`src/rtl/mul_sched_pkg.sv`:
```
`default_nettype none
// ============================================================================
//  Module      : mul_sched_pkg
//  Description : Shared types and constants for the multiplier scheduler.
//  Revision    : 1.0 - initial release
// ============================================================================
package mul_sched_pkg;

    localparam int WIDTH_DEF       = 8;
    localparam int MUL_LATENCY_DEF = 10;
    localparam int CNT_W           = 4;

    typedef enum logic [1:0] {
        IDLE = 2'd0,
        ARM  = 2'd1,
        BUSY = 2'd2,
        DONE = 2'd3
    } sched_state_t;

endpackage
`default_nettype wire

```
`src/rtl/mul_sched_if.sv`:
```
`default_nettype none
// ============================================================================
//  Module      : mul_sched_if
//  Description : Request/response channels and multiplier hookup of mul_sched.
//  Revision    : 1.0 - initial release
// ============================================================================
interface mul_sched_if #(
    parameter int WIDTH = 8
) ();
    logic                 req0_valid;
    logic                 req1_valid;
    logic                 req0_ready;
    logic                 req1_ready;
    logic [WIDTH-1:0]     req0_a;
    logic [WIDTH-1:0]     req0_b;
    logic [WIDTH-1:0]     req1_a;
    logic [WIDTH-1:0]     req1_b;
    logic                 resp0_valid;
    logic                 resp1_valid;
    logic                 resp0_ready;
    logic                 resp1_ready;
    logic [2*WIDTH-1:0]   resp_data;
    logic                 mul_rst;
    logic [WIDTH-1:0]     mul_in1;
    logic [WIDTH-1:0]     mul_in2;
    logic [2*WIDTH-1:0]   mul_out;

    // Scheduler side
    modport slave (
        input  req0_valid, req1_valid, req0_a, req0_b, req1_a, req1_b,
        input  resp0_ready, resp1_ready, mul_out,
        output req0_ready, req1_ready, resp0_valid, resp1_valid, resp_data,
        output mul_rst, mul_in1, mul_in2
    );

    // Requesters plus multiplier side
    modport master (
        output req0_valid, req1_valid, req0_a, req0_b, req1_a, req1_b,
        output resp0_ready, resp1_ready, mul_out,
        input  req0_ready, req1_ready, resp0_valid, resp1_valid, resp_data,
        input  mul_rst, mul_in1, mul_in2
    );
endinterface
`default_nettype wire

```
`src/rtl/mul_sched_arb.sv`:
```
`default_nettype none
// ============================================================================
//  Module      : rr_arbiter2
//  Description : Two-way round-robin arbiter holding the last-granted pointer.
//  Revision    : 1.0 - initial release
// ============================================================================
module rr_arbiter2 (
    input  logic       clk,
    input  logic       rst,
    input  logic [1:0] req_i,
    input  logic       update_i,
    input  logic       gnt_id_i,
    output logic [1:0] grant_o
);

    // Reset to "last granted = 1" so requester 0 wins the first contention.
    logic last_q;

    always_ff @(posedge clk) begin
        if (rst) begin
            last_q <= 1'b1;
        end else if (update_i) begin
            last_q <= gnt_id_i;
        end
    end

    always_comb begin
        grant_o = 2'b00;
        case (req_i)
            2'b01:   grant_o = 2'b01;
            2'b10:   grant_o = 2'b10;
            2'b11:   grant_o = last_q ? 2'b01 : 2'b10;
            default: grant_o = 2'b00;
        endcase
    end

endmodule
`default_nettype wire

```
`src/rtl/mul_sched.sv`:
```
`default_nettype none
// ============================================================================
//  Module      : mul_sched
//  Description : Round-robin scheduler framing jobs onto a shared shift-add
//                multiplier by pulsing its reset and capturing the product.
//  Revision    : 1.0 - initial release
// ============================================================================
module mul_sched
    import mul_sched_pkg::*;
#(
    parameter int WIDTH       = WIDTH_DEF,
    parameter int MUL_LATENCY = MUL_LATENCY_DEF
) (
    input  logic        clk,
    input  logic        rst,
    mul_sched_if.slave  bus
);

    sched_state_t         state_q, state_d;
    logic [CNT_W-1:0]     cnt_q, cnt_d;
    logic [WIDTH-1:0]     in1_q, in1_d;
    logic [WIDTH-1:0]     in2_q, in2_d;
    logic [2*WIDTH-1:0]   data_q, data_d;
    logic                 tag_q, tag_d;

    logic [1:0]           grant;
    logic                 accept;
    logic                 resp_hs;

    rr_arbiter2 u_arb (
        .clk      (clk),
        .rst      (rst),
        .req_i    ({bus.req1_valid, bus.req0_valid}),
        .update_i (resp_hs),
        .gnt_id_i (tag_q),
        .grant_o  (grant)
    );

    assign accept  = (state_q == IDLE) && !rst && (grant != 2'b00);
    assign resp_hs = (state_q == DONE) && (tag_q ? bus.resp1_ready : bus.resp0_ready);

    // Handshake outputs are masked during reset even if the state is already IDLE.
    assign bus.req0_ready  = (state_q == IDLE) && !rst && grant[0];
    assign bus.req1_ready  = (state_q == IDLE) && !rst && grant[1];
    assign bus.resp0_valid = (state_q == DONE) && !rst && !tag_q;
    assign bus.resp1_valid = (state_q == DONE) && !rst && tag_q;
    assign bus.resp_data   = data_q;
    assign bus.mul_rst     = rst || (state_q == ARM);
    assign bus.mul_in1     = in1_q;
    assign bus.mul_in2     = in2_q;

    always_comb begin
        state_d = state_q;
        cnt_d   = cnt_q;
        in1_d   = in1_q;
        in2_d   = in2_q;
        data_d  = data_q;
        tag_d   = tag_q;
        case (state_q)
            IDLE: begin
                if (accept) begin
                    tag_d   = grant[1];
                    in1_d   = grant[1] ? bus.req1_a : bus.req0_a;
                    in2_d   = grant[1] ? bus.req1_b : bus.req0_b;
                    state_d = ARM;
                end
            end
            ARM: begin
                cnt_d   = CNT_W'(1);
                state_d = BUSY;
            end
            BUSY: begin
                // The counter tracks the multiplier frame position since its reset pulse.
                if (cnt_q == CNT_W'(MUL_LATENCY)) begin
                    data_d  = bus.mul_out;
                    cnt_d   = '0;
                    state_d = DONE;
                end else begin
                    cnt_d   = cnt_q + CNT_W'(1);
                end
            end
            DONE: begin
                if (resp_hs) begin
                    state_d = IDLE;
                end
            end
            default: state_d = IDLE;
        endcase
    end

    always_ff @(posedge clk) begin
        if (rst) begin
            state_q <= IDLE;
            cnt_q   <= '0;
            in1_q   <= '0;
            in2_q   <= '0;
            data_q  <= '0;
            tag_q   <= 1'b0;
        end else begin
            state_q <= state_d;
            cnt_q   <= cnt_d;
            in1_q   <= in1_d;
            in2_q   <= in2_d;
            data_q  <= data_d;
            tag_q   <= tag_d;
        end
    end

endmodule
`default_nettype wire

```
`src/flat_wrapper.sv`:
```
// flat-port wrapper written by rule: the top's interface ports become plain ports
module mul_sched_flat import mul_sched_pkg::*;
#(
    parameter int WIDTH       = WIDTH_DEF,
    parameter int MUL_LATENCY = MUL_LATENCY_DEF
)
  (clk, rst, bus_req0_valid, bus_req1_valid, bus_req0_a, bus_req0_b, bus_req1_a, bus_req1_b, bus_resp0_ready, bus_resp1_ready, bus_mul_out, bus_req0_ready, bus_req1_ready, bus_resp0_valid, bus_resp1_valid, bus_resp_data, bus_mul_rst, bus_mul_in1, bus_mul_in2);
  mul_sched_if #(.WIDTH(WIDTH)) bus_i ();
  input  logic clk;
  input  logic rst;
  input wire logic [$bits(bus_i.req0_valid)-1:0] bus_req0_valid;
  input wire logic [$bits(bus_i.req1_valid)-1:0] bus_req1_valid;
  input wire logic [$bits(bus_i.req0_a)-1:0] bus_req0_a;
  input wire logic [$bits(bus_i.req0_b)-1:0] bus_req0_b;
  input wire logic [$bits(bus_i.req1_a)-1:0] bus_req1_a;
  input wire logic [$bits(bus_i.req1_b)-1:0] bus_req1_b;
  input wire logic [$bits(bus_i.resp0_ready)-1:0] bus_resp0_ready;
  input wire logic [$bits(bus_i.resp1_ready)-1:0] bus_resp1_ready;
  input wire logic [$bits(bus_i.mul_out)-1:0] bus_mul_out;
  output wire logic [$bits(bus_i.req0_ready)-1:0] bus_req0_ready;
  output wire logic [$bits(bus_i.req1_ready)-1:0] bus_req1_ready;
  output wire logic [$bits(bus_i.resp0_valid)-1:0] bus_resp0_valid;
  output wire logic [$bits(bus_i.resp1_valid)-1:0] bus_resp1_valid;
  output wire logic [$bits(bus_i.resp_data)-1:0] bus_resp_data;
  output wire logic [$bits(bus_i.mul_rst)-1:0] bus_mul_rst;
  output wire logic [$bits(bus_i.mul_in1)-1:0] bus_mul_in1;
  output wire logic [$bits(bus_i.mul_in2)-1:0] bus_mul_in2;
  assign bus_i.req0_valid = bus_req0_valid;
  assign bus_i.req1_valid = bus_req1_valid;
  assign bus_i.req0_a = bus_req0_a;
  assign bus_i.req0_b = bus_req0_b;
  assign bus_i.req1_a = bus_req1_a;
  assign bus_i.req1_b = bus_req1_b;
  assign bus_i.resp0_ready = bus_resp0_ready;
  assign bus_i.resp1_ready = bus_resp1_ready;
  assign bus_i.mul_out = bus_mul_out;
  assign bus_req0_ready = bus_i.req0_ready;
  assign bus_req1_ready = bus_i.req1_ready;
  assign bus_resp0_valid = bus_i.resp0_valid;
  assign bus_resp1_valid = bus_i.resp1_valid;
  assign bus_resp_data = bus_i.resp_data;
  assign bus_mul_rst = bus_i.mul_rst;
  assign bus_mul_in1 = bus_i.mul_in1;
  assign bus_mul_in2 = bus_i.mul_in2;
  mul_sched #(.WIDTH(WIDTH), .MUL_LATENCY(MUL_LATENCY)) u_core (.clk(clk), .rst(rst), .bus(bus_i));
endmodule
```
`config.mk`:
```
export PLATFORM = sky130hd
export DESIGN_NAME = mul_sched_flat
export DESIGN_NICKNAME = d
export VERILOG_FILES = /design/src/rtl/mul_sched_pkg.sv /design/src/rtl/mul_sched_if.sv /design/src/rtl/mul_sched_arb.sv /design/src/rtl/mul_sched.sv /design/src/flat_wrapper.sv
export SDC_FILE = /design/constraint.sdc
export NUM_CORES = 1
export LEC_CHECK = 0
export BUFFER_PORTS_ARGS = -buffer_cell sky130_fd_sc_hd__buf_4
export CAP_MARGIN = 20
export CORE_MARGIN = 2
export CORE_UTILIZATION = 45
export CTS_CLUSTER_DIAMETER = 60
export DETAILED_ROUTE_END_ITERATION = 8
export PLACE_DENSITY_LB_ADDON = 0.05
export SKIP_CTS_REPAIR_TIMING = 1
export SYNTH_ARGS = -nofsm -noshare
export SYNTH_HDL_FRONTEND = slang
export SYNTH_HIERARCHICAL = 1
export SYNTH_SLANG_ARGS = --single-unit
```
`constraint.sdc`:
```
create_clock -name clk -period 2.06 [get_ports clk]
set_clock_uncertainty 0.05 [all_clocks]
set_input_delay 0.103 -clock clk [delete_from_list [all_inputs] [get_ports clk]]
set_output_delay 0.103 -clock clk [all_outputs]
set_load 0.03 [all_outputs]
```
==> reports/metrics.cfg <==
[floorplanning]
initial_core_util=0.471
die_h_um=69.0
die_area_mm2=0.00476
core_area_mm2=0.00403
pin_count=91
die_x_um=69.0
num_rows=23

[setup_path]
end_kind=primary output
critPathBufInv=2
crit_chain=inv_1 -> ha_1 -> nor2b_1 -> and2_1 -> buf_4
worstPathArrival_ps=1680
cpMaxStageDelayCell=nor2b_1
crit_fanout=6
cp_slowest_stage_delay_ps=380
crit_type=flip-flop to primary output
start_kind=flip-flop
worstPathRequired_ps=1910
path_delay_family=simple AND/OR/NAND/NOR gates

[synth]
ys.flop_type=dfxtp_1
synth_cell_types=33
syn_nets=268
netlist_instances=208
yosysTopAreaCell=dfxtp_1
synthArstFlopShare=0
synth_enable_flop_cells=0
syn_area_per_cell_um2=9.13
seq_area_frac_synth=0.422
ys_seq_elements=40
synth.cell_area_mm2=0.00190
ys_warn_count=6
yosysTopAreaCellShare=0.422
yosys-top-cells-area=dfxtp_1 (42%), mux2i_1 (9.5%), a21oi_1 (9.0%)

[placed_design]
place.gp.congestion=0.772
io_buffers=90
dp_cells=336
dpl_cell_area_mm2=0.00258
dp_hpwl_um=3370

[clock_network]
cts_buffer_depth=2
cts_root_buf=clkbuf_8
clock_latency_ps=280
htree_levels=2
cts_tree=yes
numCtsBuffers=5
clock_sinks=40
clk_pin_slew_ps=90

[finish]
final_cell_mix=buf_4 (94), nand2_1 (40), dfxtp_1 (40), a21oi_1 (34), mux2i_1 (18)
layoutNonFillerInstCount=345
multi_input_area_um2=973
seq_area_um2=801
nFillCells=343
drive_gt1_frac=0.397
num_antenna_cells=0
final_nets=354
final_common_cell=buf_4
design_area_mm2=0.00271
area_growth_pct=42.6

[route]
wl_um=4720
first_iter_violations=81
drc=0
avgRoutedWirePerCell_um=13.7
ant_nets=0
vias=1772
vias_per_cell=5.14
first_pass_iters=4

[global_route]
grt_pass1_vias=1521
grt_antenna_before_repair=0
grt_pass1_wl_um=6910
grt_use_total=0.196
grt_overflow=0
grt_max_degree=43

[power]
power_density_mw_per_mm2=949
peakVddDrop_mv=0.457
leakage_uw=0.00118

[timing]
period_needed_ps=1830
worstMarginPinSlew_ps=595
maxSlewHeadroom=0.603
setup_violations=0
slew_violations=0
hold_viol=0
fin_crit_sh=0.888
fmax_mhz=547
rsz0062_at_grt=no
fin_setup_tns_ps=0

[hold_path]
hp-class=input pin to flip-flop

[flow_run]
max_cap_viol_count=0

[outcome]
status=completed

[metrics by stage]
step           utilization  setup slack, ps  hold WS (ps)  total power [uW]
2_1_floorplan            -              483           162              1610
3_3_place_gp         0.639              329           301              1890
3_5_place_dp         0.639              290           307              1910
4_1_cts              0.670              204         -7.99              2580
5_1_grt              0.672             57.7          3.88              2700
6_report             0.672              230          2.02              2570
[per-layer routing]
metal | GRT usage | up-vias | routed length [um]
li1 | - | 899 | -
met1 | 0.243 | 810 | 2040
met2 | 0.320 | 61 | 2210
met3 | 0.0731 | 2 | 435
met4 | 0.0515 | 0 | 25
met5 | 0 | - | 0
[Yosys cell counts (2+ instances only)]
library cell and number:
dfxtp_1 40, nand2_1 40, a21oi_1 34, mux2i_1 18
a211oi_2 10, inv_1 9, a211oi_1 7, clkbuf_1 7
ha_1 6, buf_2 4, buf_6 4, nand4b_1 4
a31oi_1 2, and3_1 2, nor2b_1 2, nor3b_1 2
[worst paths after layout]
kind	endpoint	cells after the start	startpoint	slack (ps)
setup reg to reg	u_core/bus.resp_data[4]	5	u_core/state_q[0]	280
hold reg to reg	u_core/bus.resp_data[13]	2	u_core/bus.resp_data[13]	410
hold / removal	u_core/bus.resp_data[7]	3	bus_mul_out[7]	2
setup / recovery	bus_req1_ready	5	u_core/state_q[0]	230
[report_power, final]
part	switching (uW)	leakage, uW	internal, uW
registers	65.4	0.000326	880
logic	551	0.000792	397
clock network	279	0.0000614	396
total	896	0.00118	1670
[sequential cells by signal, summed over array words and instances (netlist names)]
signal,count
u_core/tag_q,1
u_core/u_arb/last_q,1
u_core/state_q,2
u_core/bus.resp_data,16
u_core/cnt_q,4
u_core/bus.mul_in1,8
u_core/bus.mul_in2,8
[kinds of logic after synthesis]
| kind of cell | Yosys count | synth area share |
|---|---|---|
| flops | 40 | 0.422 |
| buf+inv | 25 | 0.0679 |
| compound gates | 62 | 0.231 |
| simple gates | 57 | 0.146 |
| fa+ha+maj | 6 | 0.0395 |
| mux | 18 | 0.0949 |
[cell type report]
type | count | area share
clock inverters | 2 | 0.0143
flip-flops and latches | 40 | 0.296
multi-input cells | 143 | 0.360
well taps | 50 | 0.0231
repair buffers | 95 | 0.264
clock buffers | 6 | 0.0305
inverters | 9 | 0.0125
[tightest hold or removal path, cell delays in order]
cell and delay (ps):
buf_4 110, nand2_1 40, a21oi_1 50
Power figures use the tool's default switching activity.
